**config.mk**
```make
export PLATFORM = sky130hd
export DESIGN_NAME = sgd_add_tree_acc
export DESIGN_NICKNAME = d
export VERILOG_FILES = /design/src/rtl/sgd_add_tree_pkg.sv /design/src/rtl/sgd_add_tree_level.sv /design/src/rtl/sgd_add_tree_acc.sv
export SDC_FILE = /design/constraint.sdc
export NUM_CORES = 1
export LEC_CHECK = 0
export ABC_AREA = 1
export BUFFER_PORTS_ARGS = -buffer_cell sky130_fd_sc_hd__buf_2
export CORE_MARGIN = 1.5
export CORE_UTILIZATION = 30
export DETAILED_ROUTE_END_ITERATION = 6
export GPL_ROUTABILITY_DRIVEN = 0
export HOLD_SLACK_MARGIN = 0.15
export RECOVER_POWER = 25
export SYNTH_ARGS = -nofsm -noshare
export SYNTH_HDL_FRONTEND = slang
export SYNTH_SLANG_ARGS = --single-unit
export TNS_END_PERCENT = 100
```
**constraint.sdc**
```tcl
create_clock -name clk -period 9.9 [get_ports clk]
set_clock_uncertainty 0.05 [all_clocks]
set_input_delay 0.99 -clock clk [delete_from_list [all_inputs] [get_ports clk]]
set_output_delay 0.99 -clock clk [all_outputs]
set_load 0.05 [all_outputs]
```
**src/rtl/sgd_add_tree_pkg.sv**
```systemverilog
// Shared types and elaboration helpers for the SGD signed adder tree with group accumulator.
package sgd_add_tree_pkg;

    localparam int unsigned MAX_W = 256;

    typedef enum logic {
        EMPTY,
        OPEN
    } grp_state_t;

    typedef struct packed {
        logic                    sat;
        logic signed [MAX_W-1:0] value;
    } sat_res_t;

    function automatic int unsigned clog2_lanes(input int unsigned n);
        int unsigned d;
        d = 0;
        for (int unsigned k = 0; k < 32; k++) begin
            if ((64'd1 << k) < 64'(n)) d = k + 1;
        end
        return d;
    endfunction

    // Lane count remaining after k pairwise reductions: ceil(n / 2**k).
    function automatic int unsigned lanes_at_level(input int unsigned n, input int unsigned k);
        return (n + (32'd1 << k) - 1) >> k;
    endfunction

    function automatic sat_res_t sat_clamp(input logic signed [MAX_W-1:0] value,
                                           input int unsigned out_w);
        logic signed [MAX_W-1:0] hi;
        logic signed [MAX_W-1:0] lo;
        sat_res_t                r;
        hi      = (MAX_W'(1) << (out_w - 1)) - MAX_W'(1);
        lo      = ~hi;
        r.sat   = 1'b0;
        r.value = value;
        if (value > hi) begin
            r.sat   = 1'b1;
            r.value = hi;
        end else if (value < lo) begin
            r.sat   = 1'b1;
            r.value = lo;
        end
        return r;
    endfunction

endpackage

```
**src/rtl/sgd_add_tree_level.sv**
```systemverilog
// One registered pairwise-reduction level of the adder tree; an odd leftover lane passes through.
module sgd_add_tree_level #(
    parameter int unsigned N_IN = 2,
    parameter int unsigned W    = 8
) (
    input  logic                         clk,
    input  logic                         rst,
    input  logic [N_IN*W-1:0]            in_data,
    output logic [((N_IN+1)/2)*W-1:0]    out_data
);

    localparam int unsigned N_OUT = (N_IN + 1) / 2;

    logic [2*N_OUT*W-1:0] padded;
    logic [N_OUT*W-1:0]   sum_d;
    logic [N_OUT*W-1:0]   sum_q;

    // Zero-padding to an even lane count turns the odd pass-through into x + 0.
    always_comb begin
        padded               = '0;
        padded[N_IN*W-1:0]   = in_data;
        sum_d                = '0;
        for (int unsigned j = 0; j < N_OUT; j++) begin
            sum_d[j*W +: W] = padded[(2*j)*W +: W] + padded[(2*j+1)*W +: W];
        end
    end

    always_ff @(posedge clk or posedge rst) begin
        if (rst) sum_q <= '0;
        else     sum_q <= sum_d;
    end

    assign out_data = sum_q;

endmodule

```
**src/rtl/sgd_add_tree_acc.sv**
```systemverilog
// Pipelined masked signed adder tree with optional per-group accumulation and output saturation.
module sgd_add_tree_acc
    import sgd_add_tree_pkg::*;
#(
    parameter int unsigned NUM_IN = 8,
    parameter int unsigned IN_W   = 32,
    parameter int unsigned OUT_W  = 32,
    parameter int unsigned CNT_W  = 8
) (
    input  logic                   clk,
    input  logic                   rst,
    input  logic [NUM_IN*IN_W-1:0] in_data,
    input  logic [NUM_IN-1:0]      in_enable,
    input  logic                   in_valid,
    input  logic                   in_last,
    input  logic                   in_acc,
    output logic [OUT_W-1:0]       out_data,
    output logic                   out_valid,
    output logic [CNT_W-1:0]       out_cnt,
    output logic                   out_sat,
    output logic                   out_drop
);

    localparam int unsigned D  = clog2_lanes(NUM_IN);
    localparam int unsigned TW = IN_W + D;
    localparam int unsigned AW = TW + CNT_W;
    localparam logic [CNT_W-1:0] CNT_FORCE = {{(CNT_W-1){1'b1}}, 1'b0};

    logic [NUM_IN*TW-1:0] lanes_in;
    logic signed [TW-1:0] tree_sum;

    always_comb begin
        lanes_in = '0;
        for (int unsigned i = 0; i < NUM_IN; i++) begin
            if (in_enable[i])
                lanes_in[i*TW +: TW] = {{D{in_data[i*IN_W + IN_W - 1]}}, in_data[i*IN_W +: IN_W]};
        end
    end

    for (genvar k = 0; k < D; k++) begin : g_lvl
        localparam int unsigned NI = lanes_at_level(NUM_IN, k);
        localparam int unsigned NO = lanes_at_level(NUM_IN, k + 1);
        logic [NO*TW-1:0] q;
        if (k == 0) begin : g_first
            sgd_add_tree_level #(.N_IN(NI), .W(TW)) u_level (
                .clk      (clk),
                .rst      (rst),
                .in_data  (lanes_in),
                .out_data (q)
            );
        end else begin : g_next
            sgd_add_tree_level #(.N_IN(NI), .W(TW)) u_level (
                .clk      (clk),
                .rst      (rst),
                .in_data  (g_lvl[k-1].q),
                .out_data (q)
            );
        end
    end

    assign tree_sum = g_lvl[D-1].q;

    logic [D-1:0] sb_vld_d, sb_vld_q;
    logic [D-1:0] sb_last_d, sb_last_q;
    logic [D-1:0] sb_acc_d, sb_acc_q;

    always_comb begin
        sb_vld_d  = D'({sb_vld_q, in_valid});
        sb_last_d = D'({sb_last_q, in_last});
        sb_acc_d  = D'({sb_acc_q, in_acc});
    end

    logic signed [AW-1:0] acc_sum_d, acc_sum_q;
    logic [CNT_W-1:0]     cnt_d, cnt_q;
    logic [OUT_W-1:0]     out_data_d, out_data_q;
    logic [CNT_W-1:0]     out_cnt_d, out_cnt_q;
    logic                 out_valid_d, out_valid_q;
    logic                 out_sat_d, out_sat_q;
    logic                 out_drop_d, out_drop_q;

    grp_state_t           state;
    logic signed [AW-1:0] tree_ext;
    logic signed [AW-1:0] acc_total;
    logic signed [AW-1:0] emit_val;
    logic [CNT_W-1:0]     emit_cnt;
    logic                 emit;
    sat_res_t             clamp;
    logic                 clamp_hi_unused;

    // The group FSM state is implied by the beat counter: any counted beat means a group is open.
    always_comb begin
        state      = (cnt_q != '0) ? OPEN : EMPTY;
        tree_ext   = {{CNT_W{tree_sum[TW-1]}}, tree_sum};
        acc_total  = acc_sum_q + tree_ext;
        acc_sum_d  = acc_sum_q;
        cnt_d      = cnt_q;
        emit       = 1'b0;
        emit_val   = '0;
        emit_cnt   = '0;
        out_drop_d = 1'b0;
        if (sb_vld_q[D-1]) begin
            if (!sb_acc_q[D-1]) begin
                emit       = 1'b1;
                emit_val   = tree_ext;
                emit_cnt   = CNT_W'(1);
                out_drop_d = (state == OPEN);
                acc_sum_d  = '0;
                cnt_d      = '0;
            end else if (sb_last_q[D-1] || (cnt_q == CNT_FORCE)) begin
                emit      = 1'b1;
                emit_val  = acc_total;
                emit_cnt  = cnt_q + CNT_W'(1);
                acc_sum_d = '0;
                cnt_d     = '0;
            end else begin
                acc_sum_d = acc_total;
                cnt_d     = cnt_q + CNT_W'(1);
            end
        end

        clamp           = sat_clamp({{(MAX_W-AW){emit_val[AW-1]}}, emit_val}, OUT_W);
        clamp_hi_unused = ^clamp.value[MAX_W-1:OUT_W];
        out_valid_d     = emit;
        out_data_d      = emit ? clamp.value[OUT_W-1:0] : out_data_q;
        out_cnt_d       = emit ? emit_cnt : out_cnt_q;
        out_sat_d       = emit ? clamp.sat : out_sat_q;
    end

    always_ff @(posedge clk or posedge rst) begin
        if (rst) begin
            sb_vld_q    <= '0;
            sb_last_q   <= '0;
            sb_acc_q    <= '0;
            acc_sum_q   <= '0;
            cnt_q       <= '0;
            out_data_q  <= '0;
            out_cnt_q   <= '0;
            out_valid_q <= 1'b0;
            out_sat_q   <= 1'b0;
            out_drop_q  <= 1'b0;
        end else begin
            sb_vld_q    <= sb_vld_d;
            sb_last_q   <= sb_last_d;
            sb_acc_q    <= sb_acc_d;
            acc_sum_q   <= acc_sum_d;
            cnt_q       <= cnt_d;
            out_data_q  <= out_data_d;
            out_cnt_q   <= out_cnt_d;
            out_valid_q <= out_valid_d;
            out_sat_q   <= out_sat_d;
            out_drop_q  <= out_drop_d;
        end
    end

    assign out_data  = out_data_q;
    assign out_valid = out_valid_q;
    assign out_cnt   = out_cnt_q;
    assign out_sat   = out_sat_q;
    assign out_drop  = out_drop_q;

endmodule

```
* Word-level counts from Yosys, hierarchy flattened
Index checks and enable logic that the tools add are counted.
** Word-level totals
- Input port bits :: 269
- Flip-flop bits (word level) :: 348
- Word-level logic and storage cells :: 53
- Output and inout bits :: 43
** Cells by class
- Magnitude comparators :: 2
- Equal/unequal tests :: 1
- $add $sub $neg :: 9
- Reductions and logical operators :: 2
- Multiplexer cells :: 26
** Operators by type and width (count)
- 257-bit two-way mux :: 2
- 35-bit two-way mux :: 8
- 35-bit adder :: 7
- 43-bit two-way mux :: 5
- 43-bit by 35-bit adder with 43-bit output :: 1
- 43-bit by 32-bit greater-than comparator with 1-bit output, second input constant :: 1
- 43-bit by 32-bit less-than comparator with 1-bit output, second input constant :: 1
- 8-bit two-way mux :: 5
- 8-bit by 1-bit adder with 8-bit output, second input constant :: 1
- 8-bit equality test, second input constant :: 1
- 8-bit nonzero test :: 1
- 1-bit two-way mux :: 6
- 1-bit logical OR :: 1

* Depth between registers and ports, before layout
Gate-level depths: netlist (run 1).
- Word-level depth :: 8
- Mapped depth :: 22
- Gate-level depth less buffers :: 21

* Cells and area by module
A second synthesis (run 1) with hierarchy kept.
** Second synthesis, totals
- Cells, all modules :: 5317
- Area total of the unflattened synthesis :: 32890.3 µm²
** By module, submodules not included
- sgd_add_tree_level (g_lvl[0].g_first.u_level) :: area an instance 13148.9 µm², cells an instance 2086, instances 1
- sgd_add_tree_acc :: area an instance 9773.1 µm², cells an instance 1666, instances 1
- sgd_add_tree_level (g_lvl[1].g_next.u_level) :: area an instance 6638.9 µm², cells an instance 1043, instances 1
- sgd_add_tree_level (g_lvl[2].g_next.u_level) :: area an instance 3329.4 µm², cells an instance 522, instances 1

* Worst setup path after synthesis (run 1)
No wires, ideal clock.
- Path type :: input port to flip-flop
- Start point :: in in_enable[5]
- End point :: reg g_lvl[0].g_first.u_level.sum_q[90]
- Path buffers :: 1
- Data arrival time :: 3263 ps
- Setup slack :: 6508 ps
- Data required time :: 9771 ps
- Cell stages on the path :: 16
- Path through :: clkbuf_1 > nand2_1 > inv_1 > ha_1 > inv_1 > fa_1 > o21ai_0 > nand2_1 > nand2_1 > a21oi_1 > o21ai_0 > nand3_1 > nand2_1 > nand3_1 > nand2_1 > xor2_1
** Between the ends
- Word-level cells in the longest chain between the ends :: 2
** Ends and longest elaborated chain
- from (decl) :: line sgd_add_tree_acc.sv:13 : input logic [NUM_IN-1:0] in_enable,
- 35-bit two-way mux :: line sgd_add_tree_acc.sv:35 : if (in_enable[i])
- 35-bit adder :: line sgd_add_tree_level.sv:24 : sum_d[j*W +: W] = padded[(2*j)*W +: W] + padded[(2*j+1)*W +: W];
- named net g_lvl[0].g_first.u_level.sum_d[90] :: line sgd_add_tree_level.sv:15 : logic [N_OUT*W-1:0] sum_d;
- to (signal assigned) :: line sgd_add_tree_level.sv:30 : else sum_q <= sum_d;
- to (decl) :: line sgd_add_tree_level.sv:16 : logic [N_OUT*W-1:0] sum_q;
The timed path passes the listed nets, and every way through them passes these cells.
A chain may end at the register's enable or synchronous reset.

* Final worst setup path (run 1)
- Start point :: reg sb_vld_q[2]
- End point :: reg out_data_q[16], in the netlist out_data[16]
** Between the ends
- Word-level cells in the longest chain between the ends :: 4
- Elaborated cells between the ends (all ways) :: 6
- Classes of those cells :: order compare (2); mux (4)
** Ends and longest elaborated chain
- from (decl) :: line sgd_add_tree_acc.sv:63 : logic [D-1:0] sb_vld_d, sb_vld_q;
- from (signal assigned) :: line sgd_add_tree_acc.sv:142 : sb_vld_q <= sb_vld_d;
- 43-bit two-way mux :: line sgd_add_tree_acc.sv:101 : if (sb_vld_q[D-1]) begin
- 43-bit by 32-bit less-than comparator with 1-bit output :: line sgd_add_tree_pkg.sv:42 : end else if (value < lo) begin
- 257-bit two-way mux :: line sgd_add_tree_pkg.sv:42
- 257-bit two-way mux :: line sgd_add_tree_pkg.sv:39 : if (value > hi) begin
- to (signal assigned) :: line sgd_add_tree_acc.sv:147 : out_data_q <= out_data_d;
- to (decl) :: line sgd_add_tree_acc.sv:75 : logic [OUT_W-1:0] out_data_d, out_data_q;
Parallel ways exist; a longest one is shown, timed or not.

==> results of run 1 <==
flip-flops by register name, indices dropped and copies added, names as in the netlist:
register                        flops
acc_sum_q                          43
cnt_q                               8
g_lvl.g_first.u_level.out_data    140
g_lvl.g_next.u_level.out_data     105
out_cnt                             8
out_data                           32
out_drop                            1
out_sat                             1
out_valid                           1
sb_acc_q                            3
sb_last_q                           3
sb_vld_q                            3
metrics by stage:
step / util, % / worst slack, ns / cell area, µm²
floorplan: - / 4.202 / 26650
global placement: 33.42 / 5.910 / 29490
detailed placement: 33.42 / 5.803 / 29490
CTS: 34.96 / 6.419 / 30850
global route: 34.95 / 4.564 / 30840
finish: 34.95 / 5.112 / 30840
cell families (layout without fill, tap and decap cells):
kind of cell               count (synthesis)  after routing  share of synthesized area [%]
and+or+nand+nor                         1481           1481                          23.02
AOI/OAI and AO/OA                        690            690                          14.16
buffers and inverters                    578            915                          8.315
DFF                                      348            348                          32.68
adders and majority gates                283            283                          13.51
xor gates and xnor gates                 253            253                          8.315
layout by cell type (no fill, tap or decap), types with 4 or more instances in the layout:
master	Yosys	layout
sky130_fd_sc_hd__nand2_1	1011	1012
sky130_fd_sc_hd__inv_1	519	517
sky130_fd_sc_hd__a21oi_1	370	370
sky130_fd_sc_hd__dfrtp_1	348	348
sky130_fd_sc_hd__buf_2	1	306
sky130_fd_sc_hd__ha_1	275	275
sky130_fd_sc_hd__nor2_1	211	211
sky130_fd_sc_hd__o21ai_0	200	200
sky130_fd_sc_hd__xor2_1	165	165
sky130_fd_sc_hd__nand3_1	133	133
sky130_fd_sc_hd__xnor2_1	88	88
sky130_fd_sc_hd__clkbuf_16	0	41
sky130_fd_sc_hd__nand4_1	25	25
sky130_fd_sc_hd__or2_2	23	23
sky130_fd_sc_hd__nand3_2	19	19
sky130_fd_sc_hd__o211ai_1	18	18
sky130_fd_sc_hd__o21bai_1	17	17
sky130_fd_sc_hd__nor3_1	17	17
sky130_fd_sc_hd__a21o_1	15	15
sky130_fd_sc_hd__nand2_2	13	12
sky130_fd_sc_hd__nor4_1	11	11
sky130_fd_sc_hd__clkbuf_1	46	11
sky130_fd_sc_hd__a22o_1	10	10
sky130_fd_sc_hd__o221ai_1	9	9
sky130_fd_sc_hd__o21a_1	9	9
sky130_fd_sc_hd__o21ai_1	8	8
sky130_fd_sc_hd__nor2_2	8	8
sky130_fd_sc_hd__fa_1	8	8
sky130_fd_sc_hd__clkinv_2	0	8
sky130_fd_sc_hd__a31oi_1	7	7
sky130_fd_sc_hd__clkbuf_8	0	7
sky130_fd_sc_hd__o2111ai_1	6	6
sky130_fd_sc_hd__o22ai_1	6	6
sky130_fd_sc_hd__a32o_1	5	5
sky130_fd_sc_hd__clkinv_1	3	4
sky130_fd_sc_hd__buf_4	0	4
cell type report:
cell class | count | area [µm²]
Fill cell | 9441 | 57400
Inverter | 525 | 1974
Tap cell | 1165 | 1458
Clock buffer | 52 | 1137
Multi-Input combinational cell | 2707 | 15720
Timing Repair Buffer | 318 | 1608
Clock inverter | 20 | 229.0
Sequential cell | 348 | 8708
worst max-delay path by stage:
| stage | end | from |
|---|---|---|
| 3_3_place_gp | g_lvl[0].g_first.u_level.out_data[125] | in_enable[7] |
| 3_5_place_dp | g_lvl[0].g_first.u_level.out_data[125] | in_enable[7] |
| 6_report | out_data[16] | sb_vld_q[2] |
| 2_1_floorplan | acc_sum_q[0] | rst |
| 4_1_cts | g_lvl[0].g_first.u_level.out_data[125] | in_enable[7] |
| 5_1_grt | out_data[16] | sb_vld_q[2] |
power groups by stage:
stage               clock (mW)  sequential [mW]  combinational (mW)
global placement             0             2.20                3.89
CTS                       1.58             2.18                3.93
detailed placement           0             2.20                3.91
finish                    1.54             2.18                3.92
global route              1.64             2.21                4.44
floorplan                    0             2.21                2.80
synthesized netlist by cell type (10+ instances only):
library cell / n
sky130_fd_sc_hd__nand4_1: 25
sky130_fd_sc_hd__nor2_1: 211
sky130_fd_sc_hd__nor3_1: 17
sky130_fd_sc_hd__nor4_1: 11
sky130_fd_sc_hd__a21o_1: 15
sky130_fd_sc_hd__nand3_2: 19
sky130_fd_sc_hd__o21ai_0: 200
sky130_fd_sc_hd__or2_2: 23
sky130_fd_sc_hd__o211ai_1: 18
sky130_fd_sc_hd__nand2_1: 1011
sky130_fd_sc_hd__clkbuf_1: 46
sky130_fd_sc_hd__a21oi_1: 370
sky130_fd_sc_hd__inv_1: 519
sky130_fd_sc_hd__nand2_2: 13
sky130_fd_sc_hd__ha_1: 275
sky130_fd_sc_hd__xor2_1: 165
sky130_fd_sc_hd__dfrtp_1: 348
sky130_fd_sc_hd__o21bai_1: 17
sky130_fd_sc_hd__nand3_1: 133
sky130_fd_sc_hd__a22o_1: 10
sky130_fd_sc_hd__xnor2_1: 88
critical path, cell delays in order (launching register included):
cell                       delay (ns)
sky130_fd_sc_hd__dfrtp_1         0.56
sky130_fd_sc_hd__clkinv_1        0.12
sky130_fd_sc_hd__clkbuf_1        2.31
sky130_fd_sc_hd__nor2_1          0.37
sky130_fd_sc_hd__nand3_1         0.25
sky130_fd_sc_hd__nand2_1         0.10
sky130_fd_sc_hd__inv_1           0.07
sky130_fd_sc_hd__nand3_1         0.06
sky130_fd_sc_hd__nor2_1          0.11
sky130_fd_sc_hd__nand2_1         0.09
sky130_fd_sc_hd__nand2_4         0.37
sky130_fd_sc_hd__nand3_1         0.14
per-layer routing:
layer  share of wire (%)  vias to the layer above
li1                    -                    12392
met1                  45                    11284
met2                  48                      540
met3                 4.4                      107
met4                 2.6                        0
met5                   0                        -
==> out/results.tsv, run 1 <==
metric	value	unit
outcome	finished with violations	
failed_checks	max-capacitance violations, max-slew violations	
timing_worst_setup_path_type	reg -> reg	
timing.rr.start	sb_vld_q[2]	
register_area_share_after_synthesis	32.68	%
hold_class	reg -> reg	
cts-hold-fix-buffers	0	
cellInternalPower	4.145	mW
finalPower	7.635	mW
first_pass_iters	5	
cts-htree-levels	2	
number_of_flip_flops_and_latches_in_the_synthesized_netlist	348	
timing_max_transition_violations_final	174	
grt_first_pass_wirelength	122800	µm
cap_viol_max_count	3	
switchingPower	3.490	mW
share_of_total_power_in_the_clock_network	20.2	%
die_width	301.0	µm
dpl.hpwl	63950	µm
antennaDiodeCount	0	
floorplan.die_area	90630	µm²
timing.hold.worst.start	sb_acc_q[1]	
worst_setup_path_start_kind	register	
wl_per_cell	15.06	µm
rows	109	
resized_gates_after_cts	0	
floorplan.initialDensity	30.20	%
grt_usage	16.92	%
post-synth-top-area-cell	sky130_fd_sc_hd__dfrtp_1	
critical_path.reg2reg.endpoint	out_data[16]	
fin_worst_hold_slack	0.3076	ns
crit_required	10.28	ns
vias_per_cell	4.737	
clock_edge_transition_at_the_registers_on_the_reported_setup_and_hold_paths	0.05	ns
r2r_cells	11	
rsz0062_at_grt	false	
worst_ir_drop_vdd	0.2272	mV
layout.cells.non_filler	5135	
drt_iter0_markers	1570	
ys_warn_count	0	
maximum_fanout_count_along_the_critical_path	75	
die-height	301.0	µm
worst-endpoint-arrival	5.16	ns
post-synth-top-area-fraction	32.68	%
synth_edf_count	0	
ys_types	49	
fin_nets	4492	
mappedNetlistNets	4185	
power_frac_seq	28.5	%
cts_setup_buffers	0	
via_count_of_the_first_global_routing_pass	23687	
totalWireLength	77340	µm
cts_root_buffer	sky130_fd_sc_hd__clkbuf_16	
vias	24323	
layout-drive-gt1-share	11.44	%
postSynthAreaPerCell	7.335	µm²
post-route-period-util	48.37	%
maxSlewHeadroom	-121.1	%
synthesis.area	26650	µm²
netlist_instances	3633	
hold-path-cell-count	0	
clock_tree_from_tritoncts	built	
ctsLongestPathBuffers	3	
io_buffer_count	311	
grt_util_met3	2.056	%
groute.layer.met2.usage	29.22	%
yosys_most_used_dff	sky130_fd_sc_hd__dfrtp_1	
clkSinkCount	348	
num_ports	312	
core_area	88240	µm²
antenna_violating_nets_post_route	0	
cellPowerDensity	247.6	nW/µm²
clk_latency	0.60	ns
setup.reg_to_reg.worst_slack	5.11	ns
ys_top_cells_by_area	sky130_fd_sc_hd__dfrtp_1, sky130_fd_sc_hd__nand2_1, sky130_fd_sc_hd__ha_1, sky130_fd_sc_hd__inv_1, sky130_fd_sc_hd__a21oi_1	
tightest_slew	3.316	ns
hold_violations	0	
cp-end-kind	register	
grt_util_met1	21.99	%
total_gr_overflow	0	
asyncSetResetFlopFracSynth	100.0	%
grt_max_degree	150	
combinational_share_of_power	51.4	%
area_growth_syn_to_layout	15.71	%
hold_end	sb_acc_q[2]	
setup_tns	0	ns
cts_buf_count	40	
numPlacedInstances	5063	
fin_crit	4.788	ns
detail_route.drc_violations	0	
achievable-frequency	208.9	MHz
cellLeakagePower	16.96	nW
finalSetupViolCount	0	
global_route.peak_usage_layer	met2	
switching_share	45.71	%
antenna_violations_before_repair	0	
No activity file was read; power rests on OpenSTA's default activity.
==> inputs of run 2 (changes only) <==
==> constraint.sdc (replaced) <==
create_clock -name clk -period 4.5 [get_ports clk]
set_clock_uncertainty 0.05 [all_clocks]
set_input_delay 0.45 -clock clk [delete_from_list [all_inputs] [get_ports clk]]
set_output_delay 0.45 -clock clk [all_outputs]
set_load 0.05 [all_outputs]
==> run 2 against run 1 <==
Effect of this change:
- the run still ends with max-capacitance violations, max-slew violations left
- sequential power rose by 120%
- final area hardly changed
- die area is the same
- wire length up 0.37%
- setup slack got worse by 4.1 ns
- worst hold slack got worse by 0.14 ns
- clock power grew 110%
- core utilization is essentially flat
- critical path type is now in -> reg
- critical endpoint is now g_lvl[0].g_first.u_level.out_data[125]
- largest cell class unchanged
==> out/results.tsv, run 2 (synthesized netlist as in run 1, its figures left out) <==
metric	value	unit	change
worst_ir_drop_vdd	0.3188	mV	was 0.2272 mV
tightest_slew	2.331	ns	was 3.316 ns
fin_nets	4500		was 4492
cts_root_buffer	sky130_fd_sc_hd__clkbuf_16		unchanged
core_area	88240	µm²	unchanged
die_width	301.0	µm	unchanged
worst-endpoint-arrival	3.91	ns	was 5.16 ns
resized_gates_after_cts	0		unchanged
first_pass_iters	6		was 5
num_ports	312		unchanged
cts-htree-levels	2		unchanged
maximum_fanout_count_along_the_critical_path	32		was 75
outcome	finished with violations		unchanged
ctsLongestPathBuffers	3		unchanged
antenna_violations_before_repair	0		unchanged
vias	24383		was 24323
dpl.hpwl	64100	µm	was 63950 µm
worst_setup_path_start_kind	primary input		was register
vias_per_cell	4.744		was 4.737
fin_crit	3.460	ns	
floorplan.initialDensity	30.20	%	unchanged
totalWireLength	77630	µm	was 77340 µm
cts_setup_buffers	0		unchanged
multi_input_area	15720	µm²	about the same
dp_slack	1.008	ns	was 5.803 ns
grt_first_pass_wirelength	123400	µm	was 122800 µm
setup.reg_to_reg.worst_slack	1.32	ns	was 5.11 ns
total_gr_overflow	0		unchanged
largest_register_ffs	140		unchanged
maxSlewHeadroom	-55.38	%	was -121.1%
clock_edge_transition_at_the_registers_on_the_reported_setup_and_hold_paths	0.06	ns	was 0.05 ns
grt_max_degree	180		was 150
area_growth_syn_to_layout	15.73	%	was 15.71%
detail_route.drc_violations	0		unchanged
achievable-frequency	289.0	MHz	
drt_iter0_markers	1420		was 1570
clock_tree_from_tritoncts	built		unchanged
cts_buf_count	38		was 40
die-height	301.0	µm	unchanged
timing_worst_setup_path_type	in -> reg		was reg -> reg
wl_per_cell	15.10	µm	was 15.06 µm
cellPowerDensity	540.8	nW/µm²	was 247.6 nW/µm²
failed_checks	max-capacitance violations, max-slew violations		unchanged
clk_latency	0.57	ns	was 0.60 ns
floorplan.die_area	90630	µm²	unchanged
cellLeakagePower	16.96	nW	about the same
hold_violations	0		unchanged
hold-path-cell-count	4		was 0
hold_class	in -> reg		was reg -> reg
antennaDiodeCount	0		unchanged
crit_required	4.95	ns	was 10.28 ns
r2r_cells	14		was 11
cp-end-kind	register		unchanged
antenna_violating_nets_post_route	0		unchanged
final_common_cell	sky130_fd_sc_hd__nand2_1		unchanged
layout-drive-gt1-share	11.42	%	was 11.44%
clkSinkCount	348		unchanged
rows	109		unchanged
cap_viol_max_count	2		was 3
via_count_of_the_first_global_routing_pass	23788		was 23687
timing_max_transition_violations_final	170		was 174
finalSetupViolCount	0		unchanged
area_used_by_sequential_logic_in_the_layout	8708	µm²	unchanged
rsz0062_at_grt	false		unchanged
final_util	34.95	%	about the same
io_buffer_count	311		unchanged
layout_setup_ws	1.040	ns	was 5.112 ns
post-route-period-util	76.89	%	
grt_usage	16.95	%	was 16.92%
most-common-layout-cells	sky130_fd_sc_hd__nand2_1, sky130_fd_sc_hd__inv_1, sky130_fd_sc_hd__a21oi_1, sky130_fd_sc_hd__dfrtp_1, sky130_fd_sc_hd__buf_2		unchanged
n_fill_cell	9448		was 9441
==> run 2: cell count changes in the layout (fill, tap and decap cells not counted), sizes merged, moves of 2 or more <==
cell | before | now
buf | 311 | 315
clkinv | 15 | 13
dlygate4sd3 | 0 | 6
inv | 524 | 522
==> run 2: critical path: stages <==
cell	delay [ns]
sky130_fd_sc_hd__clkbuf_1	0.87
sky130_fd_sc_hd__nand2_1	0.11
sky130_fd_sc_hd__inv_1	0.09
sky130_fd_sc_hd__ha_1	0.16
sky130_fd_sc_hd__inv_1	0.06
sky130_fd_sc_hd__fa_1	0.44
sky130_fd_sc_hd__o21ai_0	0.28
sky130_fd_sc_hd__nand2_1	0.08
sky130_fd_sc_hd__nand2_1	0.16
sky130_fd_sc_hd__inv_1	0.07
sky130_fd_sc_hd__o21bai_1	0.31
sky130_fd_sc_hd__a21oi_1	0.16
sky130_fd_sc_hd__o21ai_0	0.29
sky130_fd_sc_hd__nand3_1	0.11
sky130_fd_sc_hd__nand2_1	0.09
sky130_fd_sc_hd__xor2_1	0.14
==> run 2: power breakdown <==
| group | total (mW) | internal (mW) | switching [mW] |
|---|---|---|---|
| logic | 8.67 | 3.04 | 5.64 |
| clock network | 3.22 | 1.90 | 1.32 |
| registers | 4.79 | 4.11 | 0.679 |
==> run 2: path summary, 6_finish.rpt <==
path | from | to
worst max-delay path | in_enable[7] | g_lvl[0].g_first.u_level.out_data[125]
worst min-delay path | in_data[32] | g_lvl[0].g_first.u_level.out_data[0]
worst max register to register | g_lvl[2].g_next.u_level.out_data[31] | out_data[30]
worst min register to register | sb_acc_q[0] | sb_acc_q[1]
max in group asynchronous | rst | acc_sum_q[29]
min in group asynchronous | rst | acc_sum_q[9]
==> run 2: area by class of cell <==
class | instances | area share [%]
multi-input cells | 2707 | 50.98
flip-flops and latches | 348 | 28.24
inverters | 525 | 6.394
repair buffers | 328 | 5.513
well taps | 1165 | 4.726
clock buffers | 51 | 3.436
clock inverters | 16 | 0.7100
==> run 2: per-stage QoR <==
stage / area [µm²] / setup TNS, ns / std cells / power, mW / hold WS [ns]
detailed placement: 29540 / 0 / 5067 / 13.49 / 0.2902
CTS: 30880 / 0 / 5140 / 16.80 / 0.1562
global route: 30840 / 0 / 5140 / 18.12 / 0.1762
global placement: 29540 / 0 / 5067 / 13.44 / 0.2843
finish: 30840 / 0 / 5140 / 16.68 / 0.1702
floorplan: 26650 / -229.14 / 3633 / 11.02 / 0.2812
==> run 2: metal layers <==
metal	track usage, %	up-vias	share of wire (%)
li1	-	12412	-
met1	21.69	11331	44
met2	29.57	536	48
met3	2.446	104	4.7
met4	4.654	0	2.4
met5	0	-	0
==> run 2: repair_timing <==
action                                  in CTS  in global routing
endpoints found under the setup margin       0                  0
endpoints found under the hold margin      174                  0
hold buffers                                 6                  0
